## src/rtl/dist_fifo_ctrl.sv

```systemverilog
// dist_fifo_ctrl: valid/ready FIFO built around a distributed dual-port RAM
// (synchronous write, asynchronous read) followed by one registered output word.
// Capacity is DEPTH RAM entries plus the output register; fill latency is two cycles.
// Optional feature: define DIST_FIFO_LEVEL_EN to add the level_o occupancy port.
module dist_fifo_ctrl #(
    parameter int unsigned DATA_WIDTH     = 32,
    parameter int unsigned ADDR_WIDTH_RAM = 7
) (
    input  logic                      clk_i,
    input  logic                      rst_ni,
    input  logic                      flush_i,
    input  logic                      in_valid_i,
    output logic                      in_ready_o,
    input  logic [DATA_WIDTH-1:0]     in_data_i,
    output logic                      out_valid_o,
    input  logic                      out_ready_i,
`ifdef DIST_FIFO_LEVEL_EN
    output logic [ADDR_WIDTH_RAM:0]   level_o,
`endif
    output logic [DATA_WIDTH-1:0]     out_data_o
);

    localparam int unsigned Depth = 1 << ADDR_WIDTH_RAM;
    localparam logic [ADDR_WIDTH_RAM:0] DepthCnt = (ADDR_WIDTH_RAM + 1)'(Depth);

    logic [ADDR_WIDTH_RAM-1:0] wr_ptr_q, wr_ptr_d;
    logic [ADDR_WIDTH_RAM-1:0] rd_ptr_q, rd_ptr_d;
    logic [ADDR_WIDTH_RAM:0]   ram_cnt_q, ram_cnt_d;
    logic                      out_valid_q, out_valid_d;
    logic [DATA_WIDTH-1:0]     out_data_q, out_data_d;

    logic                      push;
    logic                      pop;
    logic                      load;
    logic [DATA_WIDTH-1:0]     ram_dout;

    // Distributed RAM storage (dist_ram_dp): write port at wr_ptr, async read at rd_ptr.
    // Contents are deliberately not reset.
    logic [DATA_WIDTH-1:0]     ram_mem [Depth];

    // RAM write port
    always_ff @(posedge clk_i) begin
        if (push) begin
            ram_mem[wr_ptr_q] <= in_data_i;
        end
    end

    assign ram_dout = ram_mem[rd_ptr_q];

    // Handshake decode; flush blocks both push and load so it wins over them
    always_comb begin
        in_ready_o = (ram_cnt_q != DepthCnt) && !flush_i;
        push       = in_valid_i && in_ready_o;
        pop        = out_valid_q && out_ready_i;
        load       = (ram_cnt_q != '0) && (!out_valid_q || out_ready_i) && !flush_i;
    end

    // Next-state for pointers, occupancy and the output register
    always_comb begin
        wr_ptr_d    = wr_ptr_q;
        rd_ptr_d    = rd_ptr_q;
        ram_cnt_d   = ram_cnt_q;
        out_valid_d = out_valid_q;
        out_data_d  = out_data_q;

        if (flush_i) begin
            // A pop in this cycle is implicitly honoured by clearing out_valid; data is kept.
            wr_ptr_d    = '0;
            rd_ptr_d    = '0;
            ram_cnt_d   = '0;
            out_valid_d = 1'b0;
        end else begin
            if (push) begin
                wr_ptr_d = wr_ptr_q + 1'b1;
            end
            if (load) begin
                rd_ptr_d    = rd_ptr_q + 1'b1;
                out_data_d  = ram_dout;
                out_valid_d = 1'b1;
            end else if (pop) begin
                out_valid_d = 1'b0;
            end
            unique case ({push, load})
                2'b10:   ram_cnt_d = ram_cnt_q + 1'b1;
                2'b01:   ram_cnt_d = ram_cnt_q - 1'b1;
                default: ram_cnt_d = ram_cnt_q;
            endcase
        end
    end

    // State registers with synchronous active-low reset
    always_ff @(posedge clk_i) begin
        if (!rst_ni) begin
            wr_ptr_q    <= '0;
            rd_ptr_q    <= '0;
            ram_cnt_q   <= '0;
            out_valid_q <= 1'b0;
            out_data_q  <= '0;
        end else begin
            wr_ptr_q    <= wr_ptr_d;
            rd_ptr_q    <= rd_ptr_d;
            ram_cnt_q   <= ram_cnt_d;
            out_valid_q <= out_valid_d;
            out_data_q  <= out_data_d;
        end
    end

    assign out_valid_o = out_valid_q;
    assign out_data_o  = out_data_q;

`ifdef DIST_FIFO_LEVEL_EN
    // Total words held: RAM entries plus the output register
    always_comb begin
        level_o = ram_cnt_q + {{ADDR_WIDTH_RAM{1'b0}}, out_valid_q};
    end
`endif

endmodule

```

## config.mk

```make
export PLATFORM = sky130hd
export DESIGN_NAME = dist_fifo_ctrl
export DESIGN_NICKNAME = d
export VERILOG_FILES = /design/src/rtl/dist_fifo_ctrl.sv
export SDC_FILE = /design/constraint.sdc
export NUM_CORES = 2
export LEC_CHECK = 0
export CELL_PAD_IN_SITES_DETAIL_PLACEMENT = 1
export CELL_PAD_IN_SITES_GLOBAL_PLACEMENT = 1
export CORE_UTILIZATION = 25
export DETAILED_ROUTE_END_ITERATION = 6
export GPL_ROUTABILITY_DRIVEN = 0
export PLACE_DENSITY = 0.49
export RECOVER_POWER = 50
export SYNTH_ARGS = -nofsm -noshare
export SYNTH_HDL_FRONTEND = slang
export SYNTH_SLANG_ARGS = --single-unit
```

## constraint.sdc

```tcl
create_clock -name clk_i -period 8.2 [get_ports clk_i]
set_input_delay 1.64 -clock clk_i [delete_from_list [all_inputs] [get_ports clk_i]]
set_output_delay 1.64 -clock clk_i [all_outputs]
set_load 0.03 [all_outputs]
```

; ---- Word level (Yosys, flattened, before mapping)
; Memories as Yosys holds them, arrays and structs flattened. A register that Yosys moved wholly into a read port is not among the register bits.
; Index checks and enable logic that the tools add are counted.
[word_totals]
regBits = 23
ram_bits = 4096
input_bits = 37
out_inout_bits = 34
elab_cells = 33
mem_count = 1
[mem_list]
columns = name, depth, word_bits, rd, rd_ports_with_merged_regs, write_ports, line
row1 = ram_mem, 128, 32, 1, 1, 1, 39  ; logic [DATA_WIDTH-1:0] ram_mem [Depth];
[op_classes]
n_addsub = 4
n_eq_ne = 3
muxes = 5
n_bitwise = 2
n_reduce_logical = 14
[ops]
columns = operator, count
row1 = 8-bit case mux with 2 select lines, 1
row2 = "7-bit by 1-bit adder with 7-bit output, second input constant", 2
row3 = "8-bit by 1-bit adder with 8-bit output, second input constant", 1
row4 = "8-bit inequality test, second input constant", 1
row5 = 8-bit nonzero test, 1
row6 = "8-bit by 1-bit subtractor with 8-bit output, second input constant", 1
row7 = 1-bit logical AND, 5
row8 = 1-bit 2-to-1 mux, 4
row9 = 2-bit nonzero test, 2
row10 = 1-bit logical NOT, 3
row11 = "2-bit by 1-bit equality test with 1-bit output, second input constant", 1
row12 = "2-bit equality test, second input constant", 1
row13 = 1-bit NOT, 2
row14 = 2-bit AND reduction, 1
row15 = 2-bit OR reduction, 1
row16 = 1-bit logical OR, 1

; ---- Depth between registers and ports, before layout
[depth]
ltp_word = 6
mapped_depth = 13
mapped_depth_nobuf = 13

; ---- Least setup slack after synthesis
; OpenSTA, ideal clock, no wires.
[synth_path]
kind = input to register
from = input port flush_i
to = memory ram_mem[127][0], enable pin
t_arrival_ns = 4.678
t_required_ns = 7.779
slack_ns = 3.101
path_stages = 7
path_buffers = 2
cell_sequence = a31oi_1 -> and2_1 -> and2_0 -> clkbuf_1 -> nand3_1 -> clkbuf_1 -> nor2_1
[synth_via]
elab_chain_len = 5
[synth_rtl]
columns = item, line
row1 = from (decl), 11  ; input logic flush_i,
row2 = 1-bit logical NOT, 52  ; in_ready_o = (ram_cnt_q != DepthCnt) && !flush_i;
row3 = 1-bit logical AND, 52
row4 = 1-bit logical AND, 53  ; push = in_valid_i && in_ready_o;
row5 = 1-bit 2-to-1 mux, 43  ; if (push) begin
row6 = 1-bit 2-to-1 mux (not written as such), 44  ; ram_mem[wr_ptr_q] <= in_data_i;
row7 = to (decl), 39
; No other way between the ends.

; ---- Worst setup path in the final report
[layout_path]
from = input port in_data_i[16]
to = memory ram_mem[47][16], data pin
[layout_lines]
columns = item, line
row1 = from (decl), 14  ; input logic [DATA_WIDTH-1:0] in_data_i,
; Straight into the memory's write port.

==> results.sh <==
export IMPL_synth_ff_type="edfxtp_1"
export IMPL_yosysMostFrequentCell="edfxtp_1"
export IMPL_first_pass_iters=6
export IMPL_die_y_um=798.5
export IMPL_worst_r2r_setup_slack_ps=2650
export IMPL_period_needed_ps=6744
export IMPL_max_slew_worst_pin_slew_ps=4757
export IMPL_synthArstFlopShare_pct=0
export IMPL_ant_nets=0
export IMPL_cts_max_level=5
export IMPL_antenna_found_initial=87
export IMPL_synth_area_mm2=0.1586
export IMPL_clkLatencyLatePin_ps=1020
export IMPL_crit_path_frequent_cell="clkbuf_1"
export IMPL_ios=71
export IMPL_cts_buffer_depth=4
export IMPL_finClkSkew_ps=61.88
export IMPL_grt_pass1_wl_um=703500
export IMPL_grt_pass1_vias=78880
export IMPL_crit_slowest_cell="clkbuf_1"
export IMPL_synthToLayoutAreaGrowth_pct=16.52
export IMPL_num_vias=77090
export IMPL_fin_util_pct=29.24
export IMPL_p_leak_nw=52.97
export IMPL_finalWirelength_um=524300
export IMPL_num_rows=292
export IMPL_synth_edf_count=4096
export IMPL_critPathLaunch="in_data_i[16]"
export IMPL_netlist_area_leader_share_pct=77.56
export IMPL_synthCells=6993
export IMPL_hold_buffers=0
export IMPL_synth_area_leaders="edfxtp_1, mux4_2, mux2i_1"
export IMPL_ir_worst_vdd_mv=0.1910
export IMPL_start_kind="input pin"
export IMPL_initial_core_util_pct=25.09
export IMPL_path_buf_inv=2
export IMPL_yosysWarnings=0
export IMPL_cp_arrival_ps=7120
export IMPL_drv_slew=3975
export IMPL_vias_per_cell=4.785
export IMPL_grt_ovfl_total=0
export IMPL_grt_setup_unrepaired="no"
export IMPL_period_share_pct=82.25
export IMPL_drcViolationCount=0
export IMPL_portBuffers=70
export IMPL_die_area_mm2=0.6375
export IMPL_critPathCaptureType="flop"
export IMPL_cts_root_buf="clkbuf_16"
export IMPL_status="finished with violations"
export IMPL_yosysUniqueCellTypes=65
export IMPL_drt_iter0_markers=9889
export IMPL_worstReg2RegStart="rd_ptr_q[0]$_SDFFE_PP0P_"
export IMPL_nets=7362
export IMPL_drv_cap=88
export IMPL_fmax_mhz=148.3
export IMPL_cts_buffers=451
export IMPL_cts_tree="built"
export IMPL_cp_num_cells=2
export IMPL_hpwl_um=323900
export IMPL_syn_mean_instance_area_um2=22.68
export IMPL_avgRoutedWirePerCell_um=32.55
export IMPL_r2r_worst_path_cells=8
export IMPL_clkTransAtPathRegs_ps=60
export IMPL_crit_type="input pin to flop"
export IMPL_cp_slowest_stage_delay_ps=3200
export IMPL_core_area_mm2=0.6321
export IMPL_syn_nets=7040
export IMPL_power_density_mw_per_mm2=242.3
export IMPL_hp_class="flop to flop"
export IMPL_ys_ff_latch=4151
export IMPL_cts_resized=0
export IMPL_slew_headroom_pct=-217.1
export IMPL_worst_r2r_endpoint="out_data_o[19]$_SDFFE_PN0P_"
export IMPL_finalPower_mw=44.77
export IMPL_grt_usage_pct=15.96
export IMPL_endpoint="ram_mem[47][16]$_DFFE_PP_"
export IMPL_ys_seq_area_share_pct=78.25
export IMPL_crit_chain="clkbuf_1 -> clkbuf_1"
export IMPL_grt_max_degree=94
export IMPL_yosysTopAreaCell="edfxtp_1"
export IMPL_final_hold_viol_count=0
export IMPL_layout_drive_gt1_share_pct=25.07
export IMPL_dieWidth_um=798.5
export IMPL_setup_violations_final=0
export IMPL_synth_common_cells="edfxtp_1, mux4_2, mux2i_1"
export IMPL_cts_sinks=4151
export IMPL_crit_path_max_fanout=61
export IMPL_post_cts_buffers=0
export IMPL_cp_required_ps=8580
export IMPL_path_delay_family="buffers and inverters"
export IMPL_fin_tns_setup_ps=0
export IMPL_violations="capacitance limit, slew limit"
==> area by class of cell <==
| cell class | instances | area (um2) |
|---|---|---|
| fill | 63520 | 447300 |
| sequential | 4151 | 124100 |
| multi-input combinational | 2434 | 33330 |
| clock buffer | 560 | 11930 |
| tap | 8379 | 10480 |
| clock inverter | 276 | 2728 |
| timing repair buffer | 272 | 2091 |
| antenna | 32 | 80.08 |
| inverter | 5 | 18.77 |
==> flip-flops by register name (all words and copies together), names as in the netlist <==
register     cells
out_valid_o      1
rd_ptr_q         7
wr_ptr_q         7
ram_cnt_q        8
ram_mem       4096
out_data_o      32
==> metal layers <==
metal,track usage [%],vias up,part of all wire [%]
met5,0,-,0.0061
met4,4.078,6,2.9
met3,2.265,627,6.6
met2,25.62,2889,47
met1,22.78,42930,44
li1,-,30630,-
==> per-stage QoR <==
stage	cell area, um2	std cells	hold WS (ps)	worst slack [ps]
CTS	185100	16080	542.0	2721
detailed placement	170400	15240	527.7	2016
finish	184800	16110	534.6	1456
global route	184700	16080	601.3	1326
global placement	170400	15240	513.3	1939
floorplan	158600	6993	487.1	3101
==> logic make-up after synthesis <==
group | synth area share [%]
flip-flops | 78.25
buffers and inverters | 1.410
XOR/XNOR | 0.08284
AO/OA/AOI/OAI | 2.822
multiplexers | 16.26
AND/OR/NAND/NOR | 1.090
adder cells (fa/ha/maj) | 0.08363
==> how the worst min path moves through the flow <==
stage                              startpoint  cells after the start                         to
floorplan           ram_cnt_q[3]$_SDFFE_PP0P_                      2  ram_cnt_q[3]$_SDFFE_PP0P_
global route        ram_cnt_q[2]$_SDFFE_PP0P_                      2  ram_cnt_q[2]$_SDFFE_PP0P_
detailed placement  ram_cnt_q[2]$_SDFFE_PP0P_                      2  ram_cnt_q[2]$_SDFFE_PP0P_
finish              ram_cnt_q[4]$_SDFFE_PP0P_                      2  ram_cnt_q[4]$_SDFFE_PP0P_
global placement    ram_cnt_q[2]$_SDFFE_PP0P_                      2  ram_cnt_q[2]$_SDFFE_PP0P_
CTS                 ram_cnt_q[2]$_SDFFE_PP0P_                      2  ram_cnt_q[2]$_SDFFE_PP0P_
==> power by group <==
| group | total, mW | switching (mW) | internal [mW] |
|---|---|---|---|
| logic | 1.02 | 0.811 | 0.207 |
| registers | 23.4 | 0.0304 | 23.4 |
| clock network | 20.4 | 8.58 | 11.8 |
| total | 44.8 | 9.42 | 35.4 |
==> cells in the final DEF (no fill, tap or decap), types with 25 or more instances in the layout <==
cell type and n:
o22ai_1 94, a22o_1 34, clkbuf_16 457, mux2i_1 388, a22oi_1 89, a211oi_1 74
diode_2 32, clkinv_1 106, a21oi_1 130, nor2_1 74, clkinv_2 88, edfxtp_1 4096
nand2_1 69, clkbuf_1 179, o21ai_0 40, o221ai_1 62, a221oi_1 31, bufinv_16 47
clkdlybuf4s50_1 28, nor2_4 128, mux4_2 960, mux2_2 25, buf_4 121, dfxtp_1 48
Note: power is estimated with default switching activity, not from simulation.
